### config.mk
export PLATFORM = sky130hd
export DESIGN_NAME = board_draw
export DESIGN_NICKNAME = d
export VERILOG_FILES = /design/src/rtl/board_draw.sv
export SDC_FILE = /design/constraint.sdc
export NUM_CORES = 1
export LEC_CHECK = 0
export ABC_AREA = 1
export CORE_MARGIN = 1
export CORE_UTILIZATION = 53
export DETAILED_ROUTE_END_ITERATION = 7
export PLACE_DENSITY = 0.83
export SYNTH_ARGS = -nofsm -noshare
export SYNTH_HDL_FRONTEND = slang
export SYNTH_SLANG_ARGS = --single-unit
### constraint.sdc
create_clock -name clk -period 1.7 [get_ports clk]
set_input_delay 0.255 -clock clk [delete_from_list [all_inputs] [get_ports clk]]
set_output_delay 0.255 -clock clk [all_outputs]
set_load 0.02 [all_outputs]
### src/rtl/board_draw.sv
// board_draw: paints the cells of a 2**Y_ADDR_WIDTH x 2**X_ADDR_WIDTH game board
// onto the VGA stream. For each pixel it derives the cell under the pixel from the
// counters, fetches that cell's state from board_mem, and recolours the pixel.
// All VGA signals leave exactly 3 clocks after they arrive.
// Optional feature macro: HIT_BLINK_EN makes "hit" cells blink every BLINK_FRAMES frames.
module board_draw #(
  parameter logic [10:0] XPOS         = 11'd100,
  parameter logic [10:0] YPOS         = 11'd100,
  parameter int          CELL_LOG2    = 5,
  parameter int          X_ADDR_WIDTH = 4,
  parameter int          Y_ADDR_WIDTH = 4,
  parameter int          DATA_WIDTH   = 2,
  parameter logic [11:0] C_WATER      = 12'h00F,
  parameter logic [11:0] C_SHIP       = 12'h888,
  parameter logic [11:0] C_MISS       = 12'hFFF,
  parameter logic [11:0] C_HIT        = 12'hF00
`ifdef HIT_BLINK_EN
  ,
  parameter int          BLINK_FRAMES = 30
`endif
) (
  input  logic                                 clk,
  input  logic                                 rst,
  input  logic [10:0]                          hcount_in,
  input  logic                                 hsync_in,
  input  logic                                 hblnk_in,
  input  logic [10:0]                          vcount_in,
  input  logic                                 vsync_in,
  input  logic                                 vblnk_in,
  input  logic [11:0]                          rgb_in,
  output logic [Y_ADDR_WIDTH+X_ADDR_WIDTH-1:0] read_addr,
  input  logic [DATA_WIDTH-1:0]                read_data,
  output logic [10:0]                          hcount_out,
  output logic                                 hsync_out,
  output logic                                 hblnk_out,
  output logic [10:0]                          vcount_out,
  output logic                                 vsync_out,
  output logic                                 vblnk_out,
  output logic [11:0]                          rgb_out
);

  // Board rectangle; upper bounds are exclusive so the last pixel of the last cell is inside.
  localparam int X_END = int'(XPOS) + ((2 ** X_ADDR_WIDTH) << CELL_LOG2);
  localparam int Y_END = int'(YPOS) + ((2 ** Y_ADDR_WIDTH) << CELL_LOG2);

  // VGA signals travelling down the pipeline together.
  typedef struct packed {
    logic [10:0] hcount;
    logic        hsync;
    logic        hblnk;
    logic [10:0] vcount;
    logic        vsync;
    logic        vblnk;
    logic [11:0] rgb;
  } vga_t;

  vga_t                    w_vga_in;
  vga_t                    r1_vga;
  vga_t                    r2_vga;
  logic                    r1_in_board;
  logic                    r2_in_board;
  logic                    w_in_board;
  logic [X_ADDR_WIDTH-1:0] w_col;
  logic [Y_ADDR_WIDTH-1:0] w_row;
  logic [11:0]             w_hit_rgb;
  logic [11:0]             w_cell_rgb;

  assign w_vga_in = '{hcount: hcount_in, hsync: hsync_in, hblnk: hblnk_in,
                      vcount: vcount_in, vsync: vsync_in, vblnk: vblnk_in, rgb: rgb_in};

  // Cell indices come from 11-bit offsets by shifting only; no divider is needed.
  assign w_in_board = !hblnk_in && !vblnk_in &&
                      (int'(hcount_in) >= int'(XPOS)) && (int'(hcount_in) < X_END) &&
                      (int'(vcount_in) >= int'(YPOS)) && (int'(vcount_in) < Y_END);
  assign w_col = X_ADDR_WIDTH'((hcount_in - XPOS) >> CELL_LOG2);
  assign w_row = Y_ADDR_WIDTH'((vcount_in - YPOS) >> CELL_LOG2);

  // Stage 1: locate the cell and issue the board_mem read; hold the address outside the board.
  // NOTE: reset is synchronous here, so rst appears only inside the clocked block, never in the sensitivity list.
  always_ff @(posedge clk) begin
    if (rst) begin
      r1_vga      <= '0;
      r1_in_board <= 1'b0;
      read_addr   <= '0;
    end else begin
      // NOTE: non-blocking assignments keep every stage reading the previous cycle's values.
      r1_vga      <= w_vga_in;
      r1_in_board <= w_in_board;
      if (w_in_board) read_addr <= {w_row, w_col};
    end
  end

  // Stage 2: wait for board_mem to return the cell state.
  always_ff @(posedge clk) begin
    if (rst) begin
      r2_vga      <= '0;
      r2_in_board <= 1'b0;
    end else begin
      r2_vga      <= r1_vga;
      r2_in_board <= r1_in_board;
    end
  end

`ifdef HIT_BLINK_EN
  localparam int BLINK_CW = (BLINK_FRAMES > 1) ? $clog2(BLINK_FRAMES) : 1;

  logic [BLINK_CW-1:0] r_blink_cnt;
  logic                r_blink_phase;
  logic                r_vsync_prev;

  // Frame counter advancing on each vsync rising edge; the phase flips when it wraps.
  always_ff @(posedge clk) begin
    if (rst) begin
      r_blink_cnt   <= '0;
      r_blink_phase <= 1'b0;
      r_vsync_prev  <= 1'b0;
    end else begin
      r_vsync_prev <= vsync_in;
      if (vsync_in && !r_vsync_prev) begin
        if (r_blink_cnt == BLINK_CW'(BLINK_FRAMES - 1)) begin
          r_blink_cnt   <= '0;
          r_blink_phase <= ~r_blink_phase;
        end else begin
          r_blink_cnt <= r_blink_cnt + 1'b1;
        end
      end
    end
  end

  assign w_hit_rgb = r_blink_phase ? C_WATER : C_HIT;
`else
  assign w_hit_rgb = C_HIT;
`endif

  // Map the returned cell state to its colour.
  always_comb begin
    // NOTE: the default assignment first guarantees no latch for unlisted states.
    w_cell_rgb = C_WATER;
    case (read_data)
      DATA_WIDTH'(1): w_cell_rgb = C_SHIP;
      DATA_WIDTH'(2): w_cell_rgb = C_MISS;
      DATA_WIDTH'(3): w_cell_rgb = w_hit_rgb;
      default:        w_cell_rgb = C_WATER;
    endcase
  end

  // Stage 3: paint board pixels, pass everything else through.
  always_ff @(posedge clk) begin
    if (rst) begin
      hcount_out <= '0;
      hsync_out  <= 1'b0;
      hblnk_out  <= 1'b0;
      vcount_out <= '0;
      vsync_out  <= 1'b0;
      vblnk_out  <= 1'b0;
      rgb_out    <= '0;
    end else begin
      hcount_out <= r2_vga.hcount;
      hsync_out  <= r2_vga.hsync;
      hblnk_out  <= r2_vga.hblnk;
      vcount_out <= r2_vga.vcount;
      vsync_out  <= r2_vga.vsync;
      vblnk_out  <= r2_vga.vblnk;
      rgb_out    <= r2_in_board ? w_cell_rgb : r2_vga.rgb;
    end
  end

endmodule

# After elaboration in Yosys (flattened, before gate mapping)
# Cells that the tools add are included.
# Widths: inputs -> output; s select.
[totals]
regBits = 124
inputBits = 42
output_inout_bits = 46
wordCells = 42
[op_classes]
n_addsub = 2
magnitude_cmp = 4
n_eq_ne = 3
n_mux = 2
n_reduce_logical = 7
[op_table]
columns = ["cell", "n"]
rows = [
  ["$pmux 12 s3", 1],
  ["$ge 11x7->1 const B", 2],
  ["$lt 11x10->1 const B", 2],
  ["$sub 9x7->9 const B", 2],
  ["$mux 12", 1],
  ["$logic_and 1x1->1", 5],
  ["$eq 2x2->1 const B", 2],
  ["$eq 2x1->1 const B", 1],
  ["$logic_not 1->1", 2],
]

# Depth between registers and ports, before layout
# Gate-level depths: netlist of the first run.
[depth]
word_depth = 6
depth_mapped = 10
depth_no_buf = 10

# Worst setup path before layout of the first run
# OpenSTA, ideal clock, no wires.
[synth_path]
kind = "input to register"
startpoint = "in vcount_in[6]"
endpoint = "reg read_addr[0]"
arrival_time_ns = 0.998
slack_ns = 0.590
stages = 10
cell_sequence = "nand2_1 > clkinv_2 > nand2_1 > nand2_1 > nand2_2 > nand3_2 > nor2_4 > nand3_1 > nand2_1 > nor2_1"
[synth_via]
elab_chain_len = 3
elab_cells_between_ends = 4
[synth_lines]
columns = ["item", "line", "text"]
rows = [
  ["start, declared", "27", "input logic [10:0] vcount_in,"],
  ["$ge 11x7->1", "74", "(int'(vcount_in) >= int'(YPOS)) && (int'(vcount_in) < Y_END);"],
  ["$logic_and 1x1->1", "73", "(int'(hcount_in) >= int'(XPOS)) && (int'(hcount_in) < X_END) &&"],
  ["$logic_and 1x1->1 (*)", "74", ""],
  ["end signal, assigned", "89", "if (w_in_board) read_addr <= {w_row, w_col};"],
  ["end, declared", "31", "output logic [Y_ADDR_WIDTH+X_ADDR_WIDTH-1:0] read_addr,"],
]
# Mark *: on every way between the ends. The rest lies on a longest branch, timed or not.
# A chain may end at the register's enable or synchronous reset.

# Worst setup path in the final report of the first run
[layout_path]
startpoint = "reg vcount_out[10]"
endpoint = "out vcount_out[10]"
[layout_rtl]
columns = ["item", "line", "text"]
rows = [
  ["start, declared", "36", "output logic [10:0] vcount_out,"],
  ["start signal, assigned", "161", "vcount_out <= r2_vga.vcount;"],
]
# No word-level cell between the ends.

==> results.toml, run 1 <==
[setup_path]
worstSetupPathType = "reg2out"
r2r_cells = 3
rr_endpoint = "rgb_out[10]"
reg2reg_from = "r2_in_board"
worstPathMaxFanout = 1
crit_family = "buffers and inverters"
critPathCaptureType = "output port"
worstSetupStartpointType = "flip-flop"
slowest_stage = "clkdlybuf4s50_1"
r2r_setup_slack_ns = 0.44
cp_data_arrival_time_ns = 1.40
cp.required_ns = 1.44
crit_path_max_incr_delay_ns = 0.60
cp.buffers_inverters = 1
crit_chain = "clkdlybuf4s50_1"

[synth]
synth_edf_count = 0
synth_adder_area_share = 0.0125
synth_cell_types = 24
synth_top_family_by_area = "simple AND/OR/NAND/NOR gates"
synth_xor_area_frac = 0.0110
synth_compound_area_frac = 0.0188
syn_inst = 466
seq_area_frac_synth = 0.621
ys_ff_latch = 124
synthArstFlopShare = 0
synth_top_area_share = 0.621
synth_area_leader_cell = "dfxtp_1"
synth_common_cells = "nor2_1, dfxtp_1, inv_1"
synth.area.mux_share = 0
syn_area_um2 = 4000
synth_ff_type = "dfxtp_1"
yosysMostFrequentCell = "nor2_1"
synth_area_leaders = "dfxtp_1, nor2_1, inv_1"
synth_fp_nets = 512
syn_avg_cell_area_um2 = 8.58
yosys_warnings = 0
synth-simple-area-share = 0.213

[global_route]
grt_max_degree = 41
track_usage = 0.199
overflow = 0
grt_pass1_vias = 2680
grt_pass1_wl_um = 11400
antenna_found_initial = 0

[cts]
clk_pin_slew_ns = 0.06
clockBufferDepth = 2
clockRootBuffer = "clkbuf_8"
clock-sinks = 124
insertion_delay_ns = 0.50
cts_buffers = 17
cts_setup_buffers = 0
cts_tree = "built"
htreeDepth = 4
cts_repair_resize_count = 18
cts_hold_buf = 0

[routing]
post_drt_via_cell_ratio = 4.29
drt_iter0_drc = 118
vias = 2889
detail-route-antenna-nets = 0
drt-total-wl_um = 7310
dr.pass1.iters = 4
drc = 0
wl_per_cell_um = 10.8

[min_path]
worst_hold_path.endpoint = "read_addr[7]"
hp-start = "rst"
hold_class = "in2reg"
holdPathStages = 4

[finish]
multi_input_area_um2 = 1020
syn_to_final_growth_pct = 39.6
nets = 608
drive_gt1_frac = 0.106
seqCellArea_um2 = 2480
antenna_cells = 0
nFillCells = 480

[floorplanning]
ios = 88
initial_utilization = 0.551
die_w_um = 88.8
fp-row-count = 31
core_um2 = 7250
die_h_um = 88.8
dieArea_um2 = 7890

[placed_design]
hpwlAfterDp_um = 4800
gp_congestion = 0.771
port_buffers = 87

[timing]
fmax_mhz = 603
final.setup_skew_ns = 0.00927
finalCriticalPeriod_ns = 1.66
holdWs_ns = 0.198
relSlewSlack = 0.758
hold_violations = 0
slew_violations = 0
fin_crit_sh = 0.975
worst_slew_pin_slew_ns = 0.363
setup_violations = 0

[power]
ir_drop_v = 0.000717
power_mw = 6.96
p_leak_nw = 2.97
p_per_area_nw_per_um2 = 1250

[job]
drv_cap = 0

[outcome]
status = "finished clean"
[cells in the final DEF, fill, tap and decap left out, types with 12 or more instances in the layout]
| cell | n |
|---|---|
| inv_1 | 101 |
| nand2_1 | 35 |
| dlygate4sd2_1 | 18 |
| a21oi_1 | 12 |
| nor2_1 | 133 |
| clkdlybuf4s50_1 | 47 |
| clkbuf_16 | 16 |
| dfxtp_1 | 124 |
| dlymetal6s2s_1 | 21 |
[layer usage]
layer | share of wire | GRT usage | wire length, µm | vias up
li1 | - | - | - | 1517
met1 | 0.42 | 0.213 | 3090 | 1279
met2 | 0.51 | 0.352 | 3730 | 84
met3 | 0.051 | 0.0840 | 370 | 9
met4 | 0.015 | 0.0733 | 113 | 0
met5 | 0 | 0 | 0 | -
[per-stage QoR]
step / utilization / instance area [µm²] / setup WS [ns] / std cells / setup TNS, ns
2_1_floorplan: - / 4000 / 0.590 / 466 / 0
3_3_place_gp: 0.684 / 4960 / 0.0209 / 642 / 0
3_5_place_dp: 0.684 / 4960 / -0.0349 / 642 / -0.186
4_1_cts: 0.762 / 5530 / 0.00108 / 674 / 0
5_1_grt: 0.769 / 5580 / -0.00957 / 674 / -0.00957
6_report: 0.769 / 5580 / 0.0428 / 674 / 0
[worst max path at each step]
| stage | from | slack, ns | cells after the start | end |
|---|---|---|---|---|
| after floorplan | vcount_in[6] | 0.59 | 10 | read_addr[0] |
| after global placement | vcount_in[3] | 0.02 | 10 | read_addr[5] |
| after detailed placement | vcount_in[3] | -0.03 | 10 | read_addr[0] |
| after CTS | rgb_out[7] | 0.001 | 1 | rgb_out[7] |
| after global routing | vcount_out[7] | -0.01 | 1 | vcount_out[7] |
| final | vcount_out[10] | 0.04 | 1 | vcount_out[10] |
[flip-flops by register name, indices dropped and copies added (netlist names)]
| name | cells |
|---|---|
| hsync_out | 1 |
| vsync_out | 1 |
| r2_vga | 38 |
| hblnk_out | 1 |
| r2_in_board | 1 |
| hcount_out | 11 |
| r1_in_board | 1 |
| rgb_out | 12 |
| vblnk_out | 1 |
| vcount_out | 11 |
| r1_vga | 38 |
| read_addr | 8 |
[power by group]
group	switching (mW)	internal (mW)	total [mW]
sequential	0.0303	3.02	3.05
combinational	0.235	0.198	0.433
clock	1.25	2.23	3.48
total	1.51	5.45	6.96
[layout make-up]
type,instances,share of cell area
clock buffer,18,0.0749
clock inverter,14,0.0307
inverter,112,0.0763
multi-input combinational,215,0.183
sequential,124,0.445
tap,99,0.0222
timing repair buffer,92,0.168
[logic make-up after synthesis]
kind of cell	count (synthesis)
simple gates	191
buf+inv	127
flops	124
compound gates	15
xor+xnor	5
fa+ha+maj	4
No activity file was read; power rests on OpenSTA's default activity.
==> run 2, diff against run 1 <==
--- a/config.mk
+++ b/config.mk
@@ -10,6 +10,7 @@
 export CORE_UTILIZATION = 53
 export DETAILED_ROUTE_END_ITERATION = 7
 export PLACE_DENSITY = 0.83
+export SLEW_MARGIN = 10
 export SYNTH_ARGS = -nofsm -noshare
 export SYNTH_HDL_FRONTEND = slang
 export SYNTH_SLANG_ARGS = --single-unit
==> results of run 2 <==
Final layout, timing and power as in run 1 (identical DEF).
